$ cat config.mk
export PLATFORM = sky130hd
export DESIGN_NAME = mem_port_arbiter
export DESIGN_NICKNAME = d
export VERILOG_FILES = /design/src/rtl/mem_port_arbiter.sv
export SDC_FILE = /design/constraint.sdc
export NUM_CORES = 1
export LEC_CHECK = 0
export BUFFER_PORTS_ARGS = -buffer_cell sky130_fd_sc_hd__clkbuf_2
export CORE_ASPECT_RATIO = 0.7
export CORE_MARGIN = 2
export CORE_UTILIZATION = 34
export CTS_CLUSTER_DIAMETER = 40
export DETAILED_ROUTE_END_ITERATION = 7
export HOLD_SLACK_MARGIN = 0.15
export PLACE_DENSITY = 0.86
export REMOVE_ABC_BUFFERS = 1
export SETUP_SLACK_MARGIN = 0.4
export SLEW_MARGIN = 20
export SYNTH_ARGS = -nofsm -noshare
export SYNTH_HDL_FRONTEND = slang
export SYNTH_SLANG_ARGS = --single-unit
$ cat constraint.sdc
create_clock -name clock -period 4.23 [get_ports clock]
set_input_delay 0.846 -clock clock [delete_from_list [all_inputs] [get_ports clock]]
set_output_delay 0.846 -clock clock [all_outputs]
set_load 0.005 [all_outputs]
$ cat src/rtl/mem_port_arbiter.sv
// -----------------------------------------------------------------------------
// mem_port_arbiter
//
// Purpose:
//   Shares one single-port synchronous RAM between the instruction-fetch port
//   (read-only) and the MEM-stage data port (read/write). Each cycle, one
//   requester is granted combinationally and its access is driven to the RAM.
//   The RAM returns read data one cycle after the grant. A wait counter keeps
//   fetch from being starved by continuous data traffic.
//
// Configuration:
//   ARB_ROUND_ROBIN_EN - when defined, contended cycles alternate between the
//                        two ports using a 1-bit pointer. When undefined, the
//                        data port wins contention unless fetch is starved.
//
// Ports:
//   clock      in   rising-edge clock
//   clear      in   asynchronous active-high reset
//   if_req     in   fetch read request
//   if_addr    in   fetch word address
//   if_gnt     out  fetch request accepted this cycle
//   if_rvalid  out  rdata holds fetch data for last cycle's fetch grant
//   d_req      in   data request
//   d_we       in   1 = write, 0 = read
//   d_addr     in   data word address
//   d_wdata    in   store data
//   d_gnt      out  data request accepted this cycle
//   d_rvalid   out  rdata holds load data for last cycle's data read grant
//   rdata      out  RAM read data, shared by both ports
//   ram_addr   out  RAM address
//   ram_din    out  RAM write data
//   ram_wren   out  RAM write enable
//   ram_dout   in   RAM read data (one-cycle latency)
//   if_starved out  fetch wait counter has reached MAX_WAIT
// -----------------------------------------------------------------------------
module mem_port_arbiter #(
    parameter int ADDR_W   = 8,
    parameter int DATA_W   = 32,
    parameter int MAX_WAIT = 4
) (
    input  logic              clock,
    input  logic              clear,
    input  logic              if_req,
    input  logic [ADDR_W-1:0] if_addr,
    output logic              if_gnt,
    output logic              if_rvalid,
    input  logic              d_req,
    input  logic              d_we,
    input  logic [ADDR_W-1:0] d_addr,
    input  logic [DATA_W-1:0] d_wdata,
    output logic              d_gnt,
    output logic              d_rvalid,
    output logic [DATA_W-1:0] rdata,
    output logic [ADDR_W-1:0] ram_addr,
    output logic [DATA_W-1:0] ram_din,
    output logic              ram_wren,
    input  logic [DATA_W-1:0] ram_dout,
    output logic              if_starved
);

    localparam logic [3:0] MAX_WAIT_C = 4'(MAX_WAIT);

    logic [3:0]        waitCnt_q, waitCnt_d;
    logic [ADDR_W-1:0] addr_q;
    logic              ifRvalid_q;
    logic              dRvalid_q;
    logic              ifWins;

`ifdef ARB_ROUND_ROBIN_EN
    typedef enum logic {
        PTR_IF = 1'b0,
        PTR_D  = 1'b1
    } rr_ptr_t;

    rr_ptr_t rrPtr_q, rrPtr_d;
`endif

    assign if_starved = (waitCnt_q == MAX_WAIT_C);

    // Contention winner: a starved fetch always wins; otherwise either the
    // round-robin pointer decides, or the data port (older instruction) wins.
    always_comb begin
        ifWins = if_starved;
`ifdef ARB_ROUND_ROBIN_EN
        if (rrPtr_q == PTR_IF) begin
            ifWins = 1'b1;
        end
`endif
    end

    // Grants are suppressed while clear is high so nothing reaches the RAM.
    always_comb begin
        if_gnt = 1'b0;
        d_gnt  = 1'b0;
        if (!clear) begin
            if (if_req && d_req) begin
                if_gnt = ifWins;
                d_gnt  = ~ifWins;
            end else begin
                if_gnt = if_req;
                d_gnt  = d_req;
            end
        end
    end

    // With no grant the address bus parks on the last driven address.
    always_comb begin
        ram_addr = addr_q;
        if (if_gnt) begin
            ram_addr = if_addr;
        end else if (d_gnt) begin
            ram_addr = d_addr;
        end
    end

    assign ram_din  = d_wdata;
    assign ram_wren = d_gnt & d_we;
    assign rdata    = ram_dout;

    // The counter saturates at MAX_WAIT and clears whenever fetch is granted
    // or stops asking, so a starvation grant lasts exactly one cycle.
    always_comb begin
        waitCnt_d = 4'd0;
        if (if_req && !if_gnt) begin
            waitCnt_d = (waitCnt_q == MAX_WAIT_C) ? waitCnt_q : waitCnt_q + 4'd1;
        end
    end

`ifdef ARB_ROUND_ROBIN_EN
    // Only contended cycles move the pointer; it then names the loser.
    always_comb begin
        rrPtr_d = rrPtr_q;
        if (if_req && d_req && (if_gnt || d_gnt)) begin
            rrPtr_d = if_gnt ? PTR_D : PTR_IF;
        end
    end

    always_ff @(posedge clock or posedge clear) begin
        if (clear) begin
            rrPtr_q <= PTR_IF;
        end else begin
            rrPtr_q <= rrPtr_d;
        end
    end
`endif

    // Registered state: wait counter, parked address and read-return flags.
    always_ff @(posedge clock or posedge clear) begin
        if (clear) begin
            waitCnt_q  <= 4'd0;
            addr_q     <= '0;
            ifRvalid_q <= 1'b0;
            dRvalid_q  <= 1'b0;
        end else begin
            waitCnt_q  <= waitCnt_d;
            addr_q     <= ram_addr;
            ifRvalid_q <= if_gnt;
            dRvalid_q  <= d_gnt & ~d_we;
        end
    end

    assign if_rvalid = ifRvalid_q;
    assign d_rvalid  = dRvalid_q;

endmodule

# Yosys cells after proc, flatten, opt, wreduce, memory -nomap -nowiden
# Index checks and enable logic that the tools add are counted.
# totals
reg_bits	14
latch_bits	0
mem_bits_rw	0
rom_bits	0
inputBits	85
out_inout_bits	78
elab_cells	22
memories	0
# classes
n_addsub	1
mul	0
div_mod_pow	0
n_lt_le_gt_ge	0
n_eq_ne	2
shifts	0
mux	8
n_bitwise	4
n_reduce_logical	3
# ops
op	n
two-way mux 8 bit	2
two-way mux 4 bit	2
adder 4 x 1 -> 4 bit (second input constant)	1
== test 4 x 3 -> 1 bit (second input constant)	1
two-way mux 1 bit	4
AND 1 bit	2
logical AND 1 bit	2
inequality test 2 bit (second input constant)	1
inverter 1 bit	2
zero test 1 bit	1

# Longest topological paths before layout
# depth
word_depth	6
depth_mapped	7
mapped_depth_nobuf	6

# Worst setup path before layout
# No wires, ideal clock.
# synth_path
path_kind	in2out
start	in clear
end	out ram_addr[0]
arrival_ns	1.567
path_slack_ns	1.817
path_stages	5
path_buffers	2
cell_sequence	nand2b_1 > buf_6 > a21o_1 > buf_6 > a31oi_1
# synth_between
elab_chain_cells	3
word_cells_on_any_way	4
# synth_rtl
element	line	rtl
start, declared	42	input logic clear,
two-way mux 1 bit	95	if (!clear) begin
two-way mux 8 bit	111	end else if (d_gnt) begin
two-way mux 8 bit (*)	109	if (if_gnt) begin
end, declared	54	output logic [ADDR_W-1:0] ram_addr,
# Mark *: on every way between the ends. The rest lies on a longest branch, timed or not.

# Final worst setup path
# layout_path
start	in d_req
end	out ram_addr[0]
# layout_between
elab_chain_cells	5
word_cells_on_any_way	7
# layout_rtl
element	line	rtl
start, declared	47	input logic d_req,
logical AND 1 bit	96	if (if_req && d_req) begin
two-way mux 1 bit	96	
two-way mux 1 bit	95	
two-way mux 8 bit	111	
two-way mux 8 bit (*)	109	
# Marked as above.

==> flow_metrics.py <==
metrics = {
    "outcome": {
        "status": "complete, no violations",
    },
    "logic_synthesis": {
        "yosysSeqAreaShare": 0.279,
        "yosys_warnings": 0,
        "synth_area_um2": 1260,
        "synth_flop_cell": "dfrtp_1",
        "yosysTopAreaCell": "buf_4",
        "synth-seq-cells": 14,
        "netlist.area_leader.share": 0.394,
        "synth.most_common_cell": "buf_4",
        "synthArstFlopShare": 1.00,
        "yosysUniqueCellTypes": 25,
        "synthTopCellsByCount": "buf_4, dfrtp_1",
        "synthCells": 144,
        "synth-edff-count": 0,
        "avgSynthCellArea_um2": 8.73,
        "synth_area_leaders": "buf_4, dfrtp_1, a211oi_1, a31oi_1, o21ai_0",
    },
    "timing": {
        "fin_crit_sh": 0.703,
        "worst_hold_slack_ps": 579,
        "fin_skew_ps": 0.662,
        "fin_tns_setup_ps": 0,
        "rsz0062_at_grt": "false",
        "slew_viol_final": 0,
        "hold_viol": 0,
        "slew-limit-headroom": 0.633,
        "tightest_slew_ps": 550,
        "fin_ws_ps": 1260,
        "fmax_ghz": 0.336,
        "layout_min_cycle_time_ps": 2970,
        "finalSetupViolCount": 0,
    },
    "detailed_routing": {
        "drt-vias-per-instance": 5.29,
        "route.vias.total": 847,
        "ant_nets": 0,
        "drc": 0,
        "drt-initial-drc-count": 65,
        "wirelength_um": 4900,
        "wl_per_cell_um": 30.6,
        "top_layer_used": "met4",
        "m1WireLength_um": 1640,
        "route.met3.wl_um": 892,
        "wl_met2_um": 2230,
        "firstDrtPassIters": 4,
    },
    "placement": {
        "dp.cells": 157,
        "postPlaceCellArea_um2": 958,
        "dp_hpwl_um": 4140,
        "gp_congestion": 0.793,
        "place_ws_ps": 1300,
        "portBuffers": 34,
    },
    "power": {
        "power.total_mw": 0.358,
        "switchingPower_mw": 0.104,
        "power_frac_seq": 0.450,
        "power_frac_comb": 0.249,
        "p_int_mw": 0.254,
        "ir_drop_v": 0.000126,
        "clock_power_share": 0.301,
        "power_switching_share": 0.290,
        "leakagePower_nw": 0.496,
        "powerDensity_nw_per_um2": 358,
    },
    "setup_path": {
        "crit_fanout": 11,
        "cp.required_ps": 3380,
        "rr_startpoint": "waitCnt_q[0]$_DFFE_PP0P_",
        "regToRegSetupSlack_ps": 2490,
        "cp-start-kind": "primary input",
        "path_cells": "clkbuf_2 > nor2b_1 > nand2_1 > a31oi_1 > clkbuf_2",
        "r2r_end": "addr_q[0]$_DFF_PP0_",
        "critical_path_class": "in2out",
        "max_stage_delay_ps": 500,
        "crit_top_cell": "clkbuf_2",
        "reg2reg_depth": 5,
        "arrival_ps": 2130,
        "crit_path_top_delay_cell": "nor2b_1",
        "end_kind": "output pin",
    },
    "global_route": {
        "grt_max_degree": 15,
        "grt_util_all_layers": 0.229,
        "grt_pass1_wl_um": 6470,
        "grt_pass1_vias": 824,
        "grt_antenna_before_repair": 0,
        "grt-ovfl-total": 0,
    },
    "min_path": {
        "hold_path_depth": 2,
        "hp-class": "reg2reg",
        "min_from": "addr_q[5]$_DFF_PP0_",
        "min_delay_worst_endpoint": "addr_q[5]$_DFF_PP0_",
    },
    "layout": {
        "synthToLayoutAreaGrowth_pct": -20.5,
        "design_area_um2": 1000,
        "final_nets": 199,
        "fin_cells": 160,
        "drive_above_1_share": 0.364,
        "diodes": 0,
        "utilization": 0.283,
    },
    "floorplan": {
        "dieArea_um2": 4210,
        "die_h_um": 54.9,
        "die_w_um": 76.7,
        "pin_count": 163,
        "coreArea_um2": 3540,
        "rows": 18,
        "initial_utilization": 0.356,
    },
    "job": {
        "max-cap-violations": 0,
    },
    "cts": {
        "cts_buffer_depth": 2,
        "clock_latency_ps": 240,
        "clkTransAtPathRegs_ps": 50,
        "clock_sinks": 14,
        "ctsResizeCount": 0,
        "holdBufCountCts": 0,
        "cts_buffers": 3,
        "cts-root-buf": "clkbuf_8",
        "cts_tree": "yes",
        "h-tree-depth": 1,
        "postCtsSetupBuffers": 0,
    },
}
## cells in the final DEF (no fill, tap or decap), types with 2 or more instances in the layout
cell type,count
nand2b_1,2
ha_1,2
dfrtp_1,14
a31oi_1,8
mux2i_1,2
nor3_1,4
nor2_1,2
xnor2_1,2
inv_1,5
clkbuf_2,34
clkbuf_8,3
nand2_1,8
a211oi_1,8
o21ai_0,8
## state kept, by name, indices dropped and copies added (netlist names)
signal     flops
if_rvalid      1
d_rvalid       1
addr_q         8
waitCnt_q      4
## cell type report
class	count	area [µm²]
Fill cell	387	2540
Sequential cell	14	350
Clock buffer	3	41.3
Tap cell	50	62.6
Inverter	6	25.0
Timing Repair Buffer	34	170
Multi-Input combinational cell	53	350
## power groups by stage
stage | Sequential, mW | Combinational [mW] | Clock (mW)
floorplan | 0.161 | 0.0500 | 0
global placement | 0.162 | 0.0872 | 0
detailed placement | 0.163 | 0.0888 | 0
CTS | 0.161 | 0.0894 | 0.110
global route | 0.163 | 0.100 | 0.117
finish | 0.161 | 0.0891 | 0.108
## critical path, delay by kind of cell
| kind | cells | cell delay [ps] |
|---|---|---|
| AND/OR/NAND/NOR | 2 | 610 |
| buffers and inverters | 2 | 380 |
| AO/OA/AOI/OAI | 1 | 290 |
## kinds of logic (layout without fill, tap and decap cells)
logic type,count (synthesis),in the layout,share of synthesized area
flip-flops,14,14,0.279
XOR/XNOR,2,2,0.0139
AND/OR/NAND/NOR,21,21,0.0935
AO/OA/AOI/OAI,26,26,0.135
multiplexers,2,2,0.0159
adder cells (fa/ha/maj),2,2,0.0199
buffers and inverters,77,43,0.443
## routing by layer
layer	up-vias	track usage
li1	349	-
met1	392	0.224
met2	98	0.358
met3	8	0.213
met4	0	0.0636
met5	-	0
## how the worst max path moves through the flow
stage,slack (ps),start,endpoint,depth (start not counted)
2_1_floorplan,1820,clear,ram_addr[0],3
3_3_place_gp,1340,d_req,ram_addr[0],5
3_5_place_dp,1300,d_req,ram_addr[0],5
4_1_cts,1300,d_req,ram_addr[0],5
5_1_grt,1120,d_req,ram_addr[0],5
6_report,1260,d_req,ram_addr[0],5
No activity file was read; power rests on OpenSTA's default activity.
